`src/rtl/spi_sample_pkg.sv`:
```
// Shared definitions for the SPI sample receiver: nibble bit positions and FSM state types.
package spi_sample_pkg;

    localparam int NIB_I1 = 3;
    localparam int NIB_I0 = 2;
    localparam int NIB_Q1 = 1;
    localparam int NIB_Q0 = 0;

    typedef enum logic {
        DES_IDLE,
        DES_SHIFT
    } des_state_e;

    typedef enum logic {
        UNP_EMPTY,
        UNP_EMIT
    } unp_state_e;

endpackage

```
`src/rtl/sync_fifo.sv`:
```
// Single-clock show-ahead FIFO; the caller only asserts push_i when a slot is free
// (or a pop happens in the same cycle), so every push_i is a committed write.
module sync_fifo #(
    parameter int WIDTH = 16,
    parameter int DEPTH = 4
) (
    input  logic                     clk_i,
    input  logic                     rst_ni,
    input  logic                     push_i,
    input  logic                     pop_i,
    input  logic [WIDTH-1:0]         wdata_i,
    output logic [WIDTH-1:0]         rdata_o,
    output logic                     full_o,
    output logic                     empty_o,
    output logic [$clog2(DEPTH):0]   level_o
);

    localparam int AW = $clog2(DEPTH);

    logic [AW:0]      wr_ptr_q, rd_ptr_q;
    logic [WIDTH-1:0] mem_q [DEPTH];
    logic             do_pop;

    assign empty_o = (wr_ptr_q == rd_ptr_q);
    assign full_o  = (wr_ptr_q[AW] != rd_ptr_q[AW]) && (wr_ptr_q[AW-1:0] == rd_ptr_q[AW-1:0]);
    assign level_o = wr_ptr_q - rd_ptr_q;
    assign rdata_o = mem_q[rd_ptr_q[AW-1:0]];
    assign do_pop  = pop_i && !empty_o;

    always_ff @(posedge clk_i or negedge rst_ni) begin
        if (!rst_ni) begin
            wr_ptr_q <= '0;
            rd_ptr_q <= '0;
        end else begin
            if (push_i) wr_ptr_q <= wr_ptr_q + (AW+1)'(1);
            if (do_pop) rd_ptr_q <= rd_ptr_q + (AW+1)'(1);
        end
    end

    always_ff @(posedge clk_i) begin
        if (push_i) mem_q[wr_ptr_q[AW-1:0]] <= wdata_i;
    end

endmodule

```
`src/rtl/spi_sample_rx.sv`:
```
// SPI sample receiver: synchronises SCK/SS/MOSI, deserialises words into a FIFO and
// unpacks each word into 2-bit I/Q sample pairs on a valid/ready stream.
module spi_sample_rx
    import spi_sample_pkg::*;
#(
    parameter int WORD_BITS   = 16,
    parameter int SYNC_STAGES = 2,
    parameter int FIFO_DEPTH  = 4
) (
    input  logic        CLK,
    input  logic        RESET_N,
    input  logic        SPI_SCK,
    input  logic        SPI_SS,
    input  logic        SPI_MOSI,
    input  logic        CLR,
    input  logic        SAMPLE_READY,
    output logic        SAMPLE_VALID,
    output logic        SAMPLE_I1,
    output logic        SAMPLE_I0,
    output logic        SAMPLE_Q1,
    output logic        SAMPLE_Q0,
    output logic        OVERFLOW,
    output logic        FRAME_ERR,
    output logic [15:0] WORD_COUNT
);

    localparam int NIBBLES = WORD_BITS / 4;
    localparam int CNT_W   = $clog2(WORD_BITS);
    localparam int IDX_W   = (NIBBLES > 1) ? $clog2(NIBBLES) : 1;
    localparam int LVL_W   = $clog2(FIFO_DEPTH) + 1;
    localparam int SET_W   = $clog2(SYNC_STAGES + 1);

    logic [SYNC_STAGES-1:0] sck_sync_q, ss_sync_q, mosi_sync_q;
    logic                   sck_prev_q;
    logic                   sck_s, ss_s, mosi_s, sck_rise;
    logic [SET_W-1:0]       settle_q;
    logic                   settled, armed_q;

    des_state_e             des_state_q, des_state_d;
    logic [CNT_W-1:0]       bit_cnt_q, bit_cnt_d;
    logic [WORD_BITS-1:0]   shift_q, shift_d;
    logic [WORD_BITS-1:0]   push_word_q, push_word_d;
    logic                   push_q, push_d;
    logic                   frame_err_q, frame_err_d;

    logic                   overflow_q, overflow_d;
    logic [15:0]            word_count_q, word_count_d;

    unp_state_e             unp_state_q, unp_state_d;
    logic [IDX_W-1:0]       nib_idx_q, nib_idx_d;

    logic                   fifo_wr, fifo_pop, fifo_full, fifo_empty, drop;
    logic [WORD_BITS-1:0]   fifo_rdata;
    logic [LVL_W-1:0]       fifo_level;
    logic                   handshake;
    logic [3:0]             nibble;

    assign sck_s    = sck_sync_q[SYNC_STAGES-1];
    assign ss_s     = ss_sync_q[SYNC_STAGES-1];
    assign mosi_s   = mosi_sync_q[SYNC_STAGES-1];
    assign sck_rise = sck_s && !sck_prev_q;
    // The synchroniser resets SS to "high"; only trust it once real samples have flushed through.
    assign settled  = (settle_q == SET_W'(SYNC_STAGES));

    always_comb begin
        des_state_d = des_state_q;
        bit_cnt_d   = bit_cnt_q;
        shift_d     = shift_q;
        push_word_d = push_word_q;
        push_d      = 1'b0;
        frame_err_d = 1'b0;
        case (des_state_q)
            DES_IDLE: begin
                bit_cnt_d = '0;
                if (armed_q && !ss_s) des_state_d = DES_SHIFT;
            end
            DES_SHIFT: begin
                if (ss_s) begin
                    des_state_d = DES_IDLE;
                    bit_cnt_d   = '0;
                    frame_err_d = (bit_cnt_q != '0);
                end else if (sck_rise) begin
                    shift_d = {shift_q[WORD_BITS-2:0], mosi_s};
                    if (bit_cnt_q == CNT_W'(WORD_BITS - 1)) begin
                        bit_cnt_d   = '0;
                        push_d      = 1'b1;
                        push_word_d = {shift_q[WORD_BITS-2:0], mosi_s};
                    end else begin
                        bit_cnt_d = bit_cnt_q + CNT_W'(1);
                    end
                end
            end
            default: des_state_d = DES_IDLE;
        endcase
    end

    assign handshake = (unp_state_q == UNP_EMIT) && SAMPLE_READY;
    assign fifo_pop  = handshake && (nib_idx_q == '0);
    assign fifo_wr   = push_q && (!fifo_full || fifo_pop);
    assign drop      = push_q && fifo_full && !fifo_pop;

    always_comb begin
        overflow_d   = overflow_q;
        word_count_d = word_count_q + {15'd0, fifo_wr};
        if (CLR) begin
            overflow_d   = 1'b0;
            word_count_d = '0;
        end
        if (drop) overflow_d = 1'b1;
    end

    // The unpacker reads the FIFO head in place and retires the word on its last nibble.
    always_comb begin
        unp_state_d = unp_state_q;
        nib_idx_d   = nib_idx_q;
        case (unp_state_q)
            UNP_EMPTY: begin
                if (fifo_wr) begin
                    unp_state_d = UNP_EMIT;
                    nib_idx_d   = IDX_W'(NIBBLES - 1);
                end
            end
            UNP_EMIT: begin
                if (handshake) begin
                    if (nib_idx_q == '0) begin
                        nib_idx_d   = IDX_W'(NIBBLES - 1);
                        unp_state_d = (fifo_level > LVL_W'(1) || fifo_wr) ? UNP_EMIT : UNP_EMPTY;
                    end else begin
                        nib_idx_d = nib_idx_q - IDX_W'(1);
                    end
                end
            end
            default: unp_state_d = UNP_EMPTY;
        endcase
    end

    always_ff @(posedge CLK or negedge RESET_N) begin
        if (!RESET_N) begin
            sck_sync_q   <= '0;
            ss_sync_q    <= '1;
            mosi_sync_q  <= '0;
            sck_prev_q   <= 1'b0;
            settle_q     <= '0;
            armed_q      <= 1'b0;
            des_state_q  <= DES_IDLE;
            bit_cnt_q    <= '0;
            push_q       <= 1'b0;
            frame_err_q  <= 1'b0;
            overflow_q   <= 1'b0;
            word_count_q <= '0;
            unp_state_q  <= UNP_EMPTY;
            nib_idx_q    <= '0;
        end else begin
            sck_sync_q   <= {sck_sync_q[SYNC_STAGES-2:0], SPI_SCK};
            ss_sync_q    <= {ss_sync_q[SYNC_STAGES-2:0], SPI_SS};
            mosi_sync_q  <= {mosi_sync_q[SYNC_STAGES-2:0], SPI_MOSI};
            sck_prev_q   <= sck_s;
            if (!settled) settle_q <= settle_q + SET_W'(1);
            armed_q      <= armed_q | (settled & ss_s);
            des_state_q  <= des_state_d;
            bit_cnt_q    <= bit_cnt_d;
            push_q       <= push_d;
            frame_err_q  <= frame_err_d;
            overflow_q   <= overflow_d;
            word_count_q <= word_count_d;
            unp_state_q  <= unp_state_d;
            nib_idx_q    <= nib_idx_d;
        end
    end

    always_ff @(posedge CLK) begin
        shift_q     <= shift_d;
        push_word_q <= push_word_d;
    end

    sync_fifo #(
        .WIDTH (WORD_BITS),
        .DEPTH (FIFO_DEPTH)
    ) u_fifo (
        .clk_i   (CLK),
        .rst_ni  (RESET_N),
        .push_i  (fifo_wr),
        .pop_i   (fifo_pop),
        .wdata_i (push_word_q),
        .rdata_o (fifo_rdata),
        .full_o  (fifo_full),
        .empty_o (fifo_empty),
        .level_o (fifo_level)
    );

    assign nibble       = fifo_rdata[{nib_idx_q, 2'b00} +: 4];
    assign SAMPLE_VALID = (unp_state_q == UNP_EMIT) && !fifo_empty;
    assign SAMPLE_I1    = SAMPLE_VALID & nibble[NIB_I1];
    assign SAMPLE_I0    = SAMPLE_VALID & nibble[NIB_I0];
    assign SAMPLE_Q1    = SAMPLE_VALID & nibble[NIB_Q1];
    assign SAMPLE_Q0    = SAMPLE_VALID & nibble[NIB_Q0];
    assign OVERFLOW     = overflow_q;
    assign FRAME_ERR    = frame_err_q;
    assign WORD_COUNT   = word_count_q;

endmodule

```
`config.mk`:
```
export PLATFORM = sky130hd
export DESIGN_NAME = spi_sample_rx
export DESIGN_NICKNAME = d
export VERILOG_FILES = /design/src/rtl/spi_sample_pkg.sv /design/src/rtl/sync_fifo.sv /design/src/rtl/spi_sample_rx.sv
export SDC_FILE = /design/constraint.sdc
export NUM_CORES = 1
export LEC_CHECK = 0
export ABC_AREA = 1
export BUFFER_PORTS_ARGS = -buffer_cell sky130_fd_sc_hd__buf_2
export CAP_MARGIN = 15
export CORE_MARGIN = 2
export CORE_UTILIZATION = 60
export CTS_CLUSTER_SIZE = 10
export DETAILED_ROUTE_END_ITERATION = 7
export GPL_ROUTABILITY_DRIVEN = 0
export PLACE_DENSITY = 0.76
export SLEW_MARGIN = 20
export SYNTH_ARGS = -nofsm -noshare
export SYNTH_HDL_FRONTEND = slang
export SYNTH_SLANG_ARGS = --single-unit
```
`constraint.sdc`:
```
create_clock -name CLK -period 4.2 [get_ports CLK]
set_input_delay 0.84 -clock CLK [delete_from_list [all_inputs] [get_ports CLK]]
set_output_delay 0.84 -clock CLK [all_outputs]
set_load 0.01 [all_outputs]
```
**Word-level counts from Yosys, hierarchy flattened**

Memories as Yosys holds them, arrays and structs flattened.
Cells that the tools add are included.

- Bits in registers: 74
- Memory bits (writable): 64
- Input port bits: 7
- Memories kept: 1

- Add/sub/neg operators: 7
- Magnitude comparators: 1
- Eq/ne operators: 8
- Shift operators: 1
- Multiplexer cells: 26
- Bitwise operators: 9
- Reduce and logical (&&, ||, !) cells: 23

Memory list:

| name | depth | bits a word | read ports | clocked after Yosys merged registers in | wr ports | RTL line | RTL |
|---|---|---|---|---|---|---|---|
| u_fifo.mem_q | 4 | 16 | 1 | 0 | 1 | sync_fifo.sv:21 | `logic [WIDTH-1:0] mem_q [DEPTH];` |

Operator list:

| operator | number |
|---|---|
| 16-bit by 1-bit adder with 16-bit output | 1 |
| 16-bit 2-to-1 mux | 1 |
| 16-bit by 5-bit indexed part select with 4-bit output | 1 |
| 1-bit 2-to-1 mux | 15 |
| 4-bit 2-to-1 mux | 3 |
| 1-bit logical AND | 10 |
| 4-bit case mux with 2 select lines | 1 |
| 3-bit by 1-bit adder with 3-bit output (second input constant) | 2 |
| 2-bit 2-to-1 mux | 3 |
| 1-bit bitwise AND | 5 |
| 1-bit zero test | 5 |
| 4-bit by 1-bit adder with 4-bit output (second input constant) | 1 |
| 4-bit == test (second input constant) | 1 |
| 1-bit case mux with 2 select lines | 2 |
| 2-bit case mux with 2 select lines | 1 |
| 4-bit AND reduction | 1 |
| 4-bit nonzero test | 1 |
| 3-bit == test | 1 |
| 3-bit by 1-bit greater-than comparator with 1-bit output (second input constant) | 1 |
| 3-bit inequality test (second input constant) | 1 |
| 1-bit NOT | 3 |
| 3-bit AND reduction | 1 |
| 3-bit subtractor | 1 |
| 2-bit by 1-bit adder with 2-bit output (second input constant) | 1 |
| 11 further kinds | 12 |

**Logic depth before layout (Yosys ltp)**

- Depth in word-level cells: 10
- Mapped depth: 18

**Hierarchy**

From an unflattened synthesis, not the netlist that was laid out.

- Cell total of the unflattened synthesis: 469
- Area total of the unflattened synthesis: 5590.4 µm²

By module, submodules not included:

| module | instances | cells each | area each (µm²) | seq. area each (µm²) |
|---|---|---|---|---|
| spi_sample_rx | 1 | 262 | 2806.4 | 1859.3 |
| sync_fifo | 1 | 207 | 2783.9 | 2072.0 |

**Worst setup path after synthesis**

Ideal clock, no wire load.

- Kind: flip-flop to output port
- Start: register u_fifo.rd_ptr_q[1]
- End: output port SAMPLE_I0
- Arrival: 1879 ps
- Path slack: 1481 ps
- Stages on the path, launching flop included: 10
- Path through: dfrtp_1 -> buf_4 -> inv_4 -> buf_4 -> ha_1 -> nand2_1 -> inv_1 -> a31oi_1 -> nand2_1 -> nor2_1

- Cells in the longest elaborated chain, start to end: 4

Ends and longest elaborated chain:

| element | RTL line | RTL |
|---|---|---|
| start: declaration | sync_fifo.sv:20 | `logic [AW:0] wr_ptr_q, rd_ptr_q;` |
| start signal: assignment | sync_fifo.sv:36 | `if (do_pop) rd_ptr_q <= rd_ptr_q + (AW+1)'(1);` |
| 3-bit == test | sync_fifo.sv:24 | `assign empty_o = (wr_ptr_q == rd_ptr_q);` |
| 1-bit zero test | spi_sample_rx.sv:192 | `assign SAMPLE_VALID = (unp_state_q == UNP_EMIT) && !fifo_empty;` |
| 1-bit logical AND | spi_sample_rx.sv:192 |  |
| named net SAMPLE_VALID | spi_sample_rx.sv:17 | `output logic SAMPLE_VALID,` |
| 1-bit bitwise AND | spi_sample_rx.sv:194 | `assign SAMPLE_I0 = SAMPLE_VALID & nibble[NIB_I0];` |
| end: declaration | spi_sample_rx.sv:19 | `output logic SAMPLE_I0,` |

The timed path passes the listed nets, and every way through them passes these cells.

**Worst setup path in the final report**

- Start: register u_fifo.rd_ptr_q[1]
- End: output port SAMPLE_I1

- Cells in the longest elaborated chain, start to end: 4

Ends and longest elaborated chain:

| element | RTL line | RTL |
|---|---|---|
| parallel branches: the longest is 3 deep, another holds memory 4 x 16 bit | -- |  |
| 1-bit bitwise AND (*) | spi_sample_rx.sv:193 | `assign SAMPLE_I1 = SAMPLE_VALID & nibble[NIB_I1];` |
| end: declaration | spi_sample_rx.sv:18 | `output logic SAMPLE_I1,` |

Every way passes the cells marked *.

==> impl_metrics.ini <==
[global_routing]
grt_pass1_vias = 3616
grt.overflow.total = 0
grt_pass1_wl_um = 17370
grt_max_degree = 44
grt_usage_pct = 22.67
antenna_found_initial = 0

[critical_path]
worstPathMaxFanout = 19
critPathSlowestCell = dfrtp_1
worstPathArrival_ns = 3.05
worst-path-buf-inv = 3
cp_slowest_stage_delay_ns = 0.85
cp_top_family = flip-flops
cp-start-kind = flip-flop
worstPathRequired_ns = 3.36
crit_top_cell = nand2_1
reg2reg_setup_slack_ns = 1.17
critPathKind = reg2out
worst_setup_path_end_kind = primary output
worstPathCellList = inv_4, ha_1, nand2_1, inv_1, a31oi_1, nand2_1, nor2_1, buf_2

[clock_tree]
clock_sinks = 138
cts_buffers = 17
clockRootBuffer = clkbuf_8
holdBufCountCts = 0
cts_tree = done
path_clk_slew_ns = 0.06
cts_setup_buffers = 0
cts_buffer_depth = 2
htreeDepth = 4
insertion_delay_ns = 0.52
cts_resized = 0

[die]
initial_utilization_pct = 62.37
io_pins = 30
fp.dieH_um = 102.5
die-area_um2 = 10500
chipWidth_um = 102.5
rows = 35
core_area_um2 = 9328

[logic_synthesis]
async_reset_ff_share_pct = 31.16
yosys.area.top_type = edfxtp_1
syn-num-nets = 548
ys_top_cells_by_count = nand2_1, edfxtp_1, inv_1
yosys_warnings = 0
syn_area_per_cell_um2 = 11.04
ys_types = 32
postSynthRegisterBits = 138
yosysMostFrequentCell = nand2_1
netlist_area_um2 = 5818
postSynthCellCount = 527
synth_edf_count = 95
ys_seq_area_share_pct = 67.57
yosys-top-cells-area = edfxtp_1, dfrtp_1, nand2_1, inv_1, nand3_1
synthFlopType = edfxtp_1
synth_top_area_share_pct = 49.03

[power_and_ir_drop]
power_frac_comb_pct = 0.9
p_seq_share_pct = 49.1
p_int_mw = 2.383
p_per_area_nw_per_um2 = 442.4
vdd.ir_drop.worst_mv = 0.4333
swShare_pct = 19.78
power_mw = 2.970
p_switching_mw = 0.5875
p_leak_nw = 2.982
p_clk_share_pct = 50.0

[timing]
rsz0062_at_grt = no
worst_slew_pin_slew_ns = 0.7821
hold_viol = 0
fin_worst_skew_ns = 0.007451
post-route-period-util_pct = 92.52
setup_viol = 0
finalCriticalPeriod_ns = 3.886
fmaxAchievable_mhz = 257.4
timing.setup.tns_ns = 0
slew_headroom_pct = 47.86
finalMaxSlewViolations = 0

[min_path]
hp-class = in2async

[drt]
drt_first_pass_iters = 5
routedWlPerCell_um = 14.95
vias = 3642
drc_errors = 0
wirelength_um = 10660
drtIter0Drc = 249
avgViaCountPerCell = 5.108
ant_nets = 0

[layout]
diodes = 0
drive_above_1_share_pct = 15.41
syn_to_final_growth_pct = 15.40
nets = 592

[status]
status = finished, final reports clean

[placed_design]
dp_hpwl_um = 6754
io_buffers = 29

[flow_run]
cap_violations = 0
area by class of cell:
cell class / instances / area, µm²
clock inverter: 12 / 135.1
multi-input combinational: 285 / 1450
fill: 648 / 2614
tap: 129 / 161.4
sequential: 138 / 3931
inverter: 92 / 350.3
clock buffer: 20 / 467.9
timing repair buffer: 37 / 217.7
cells by family (layout without fill, tap and decap cells):
kind of cell               Yosys count  count (layout)  share of synthesized area (%)
and+or+nand+nor                    230             230                          17.03
DFF                                138             138                          67.57
buffers and inverters              104             161                          7.592
AOI/OAI and AO/OA                   32              32                          3.312
adders and majority gates           14              14                          3.140
xor gates and xnor gates             9               9                          1.355
placed cells by master, fill, tap and decap left out, drive strengths merged:
cell type,instances
o31ai,1
clkinv,7
bufinv,2
inv,94
a31oi,2
nand4,1
nand3,58
a211oi,1
dfstp,2
buf,37
xor2,7
dfrtp,41
nand2,130
o21a,2
nor2,38
ha,13
xnor2,2
fa,1
clkbuf,20
o22ai,1
a21oi,12
edfxtp,95
or2,1
o21ai,13
clkinvlp,1
nor3,2
layer usage:
layer	global-route usage [%]	wire, µm	share of wire, %
met4	9.333	127	1.2
met1	29.75	4708	44
met5	0	0	0
met3	6.703	560	5.3
met2	35.75	5263	49
registers in the layout, indices dropped and copies added, names as in the netlist:
register and cells:
u_fifo.mem_q 64, WORD_COUNT 16, push_word_q 16, shift_q 15, bit_cnt_q 4, u_fifo.rd_ptr_q 3, u_fifo.wr_ptr_q 3, mosi_sync_q 2
nib_idx_q 2, sck_sync_q 2, settle_q 2, ss_sync_q 2, FRAME_ERR 1, OVERFLOW 1, armed_q 1, des_state_q 1
push_q 1, sck_prev_q 1, unp_state_q 1
worst paths after layout:
check | from | to | cells after the start
worst max-delay path | u_fifo.rd_ptr_q[1] | SAMPLE_I1 | 8
worst min-delay path | RESET_N | nib_idx_q[0] | 1
worst max register to register | u_fifo.rd_ptr_q[1] | WORD_COUNT[11] | 14
worst min register to register | mosi_sync_q[0] | mosi_sync_q[1] | 0
max in group asynchronous | RESET_N | ss_sync_q[1] | 2
min in group CLK | mosi_sync_q[0] | mosi_sync_q[1] | 0
power groups by stage:
stage / clock network [mW] / registers (mW) / logic, mW
2_1_floorplan: 0 / 1.48 / 0.0105
3_3_place_gp: 0 / 1.48 / 0.0248
3_5_place_dp: 0 / 1.48 / 0.0262
4_1_cts: 1.51 / 1.46 / 0.0266
5_1_grt: 1.56 / 1.46 / 0.0318
6_report: 1.49 / 1.46 / 0.0277
per-stage QoR:
stage	std cells	utilization (%)	area, µm²	hold slack (ns)	setup slack (ns)
2_1_floorplan	527	-	5818	0.3312	1.481
3_3_place_gp	680	65.30	6091	0.3328	0.9516
3_5_place_dp	680	65.30	6091	0.3371	0.8643
4_1_cts	712	71.76	6694	0.3513	0.3083
5_1_grt	713	71.98	6714	0.2055	0.07678
6_report	713	71.98	6714	0.2068	0.3143
No activity file was read; power rests on OpenSTA's default activity.
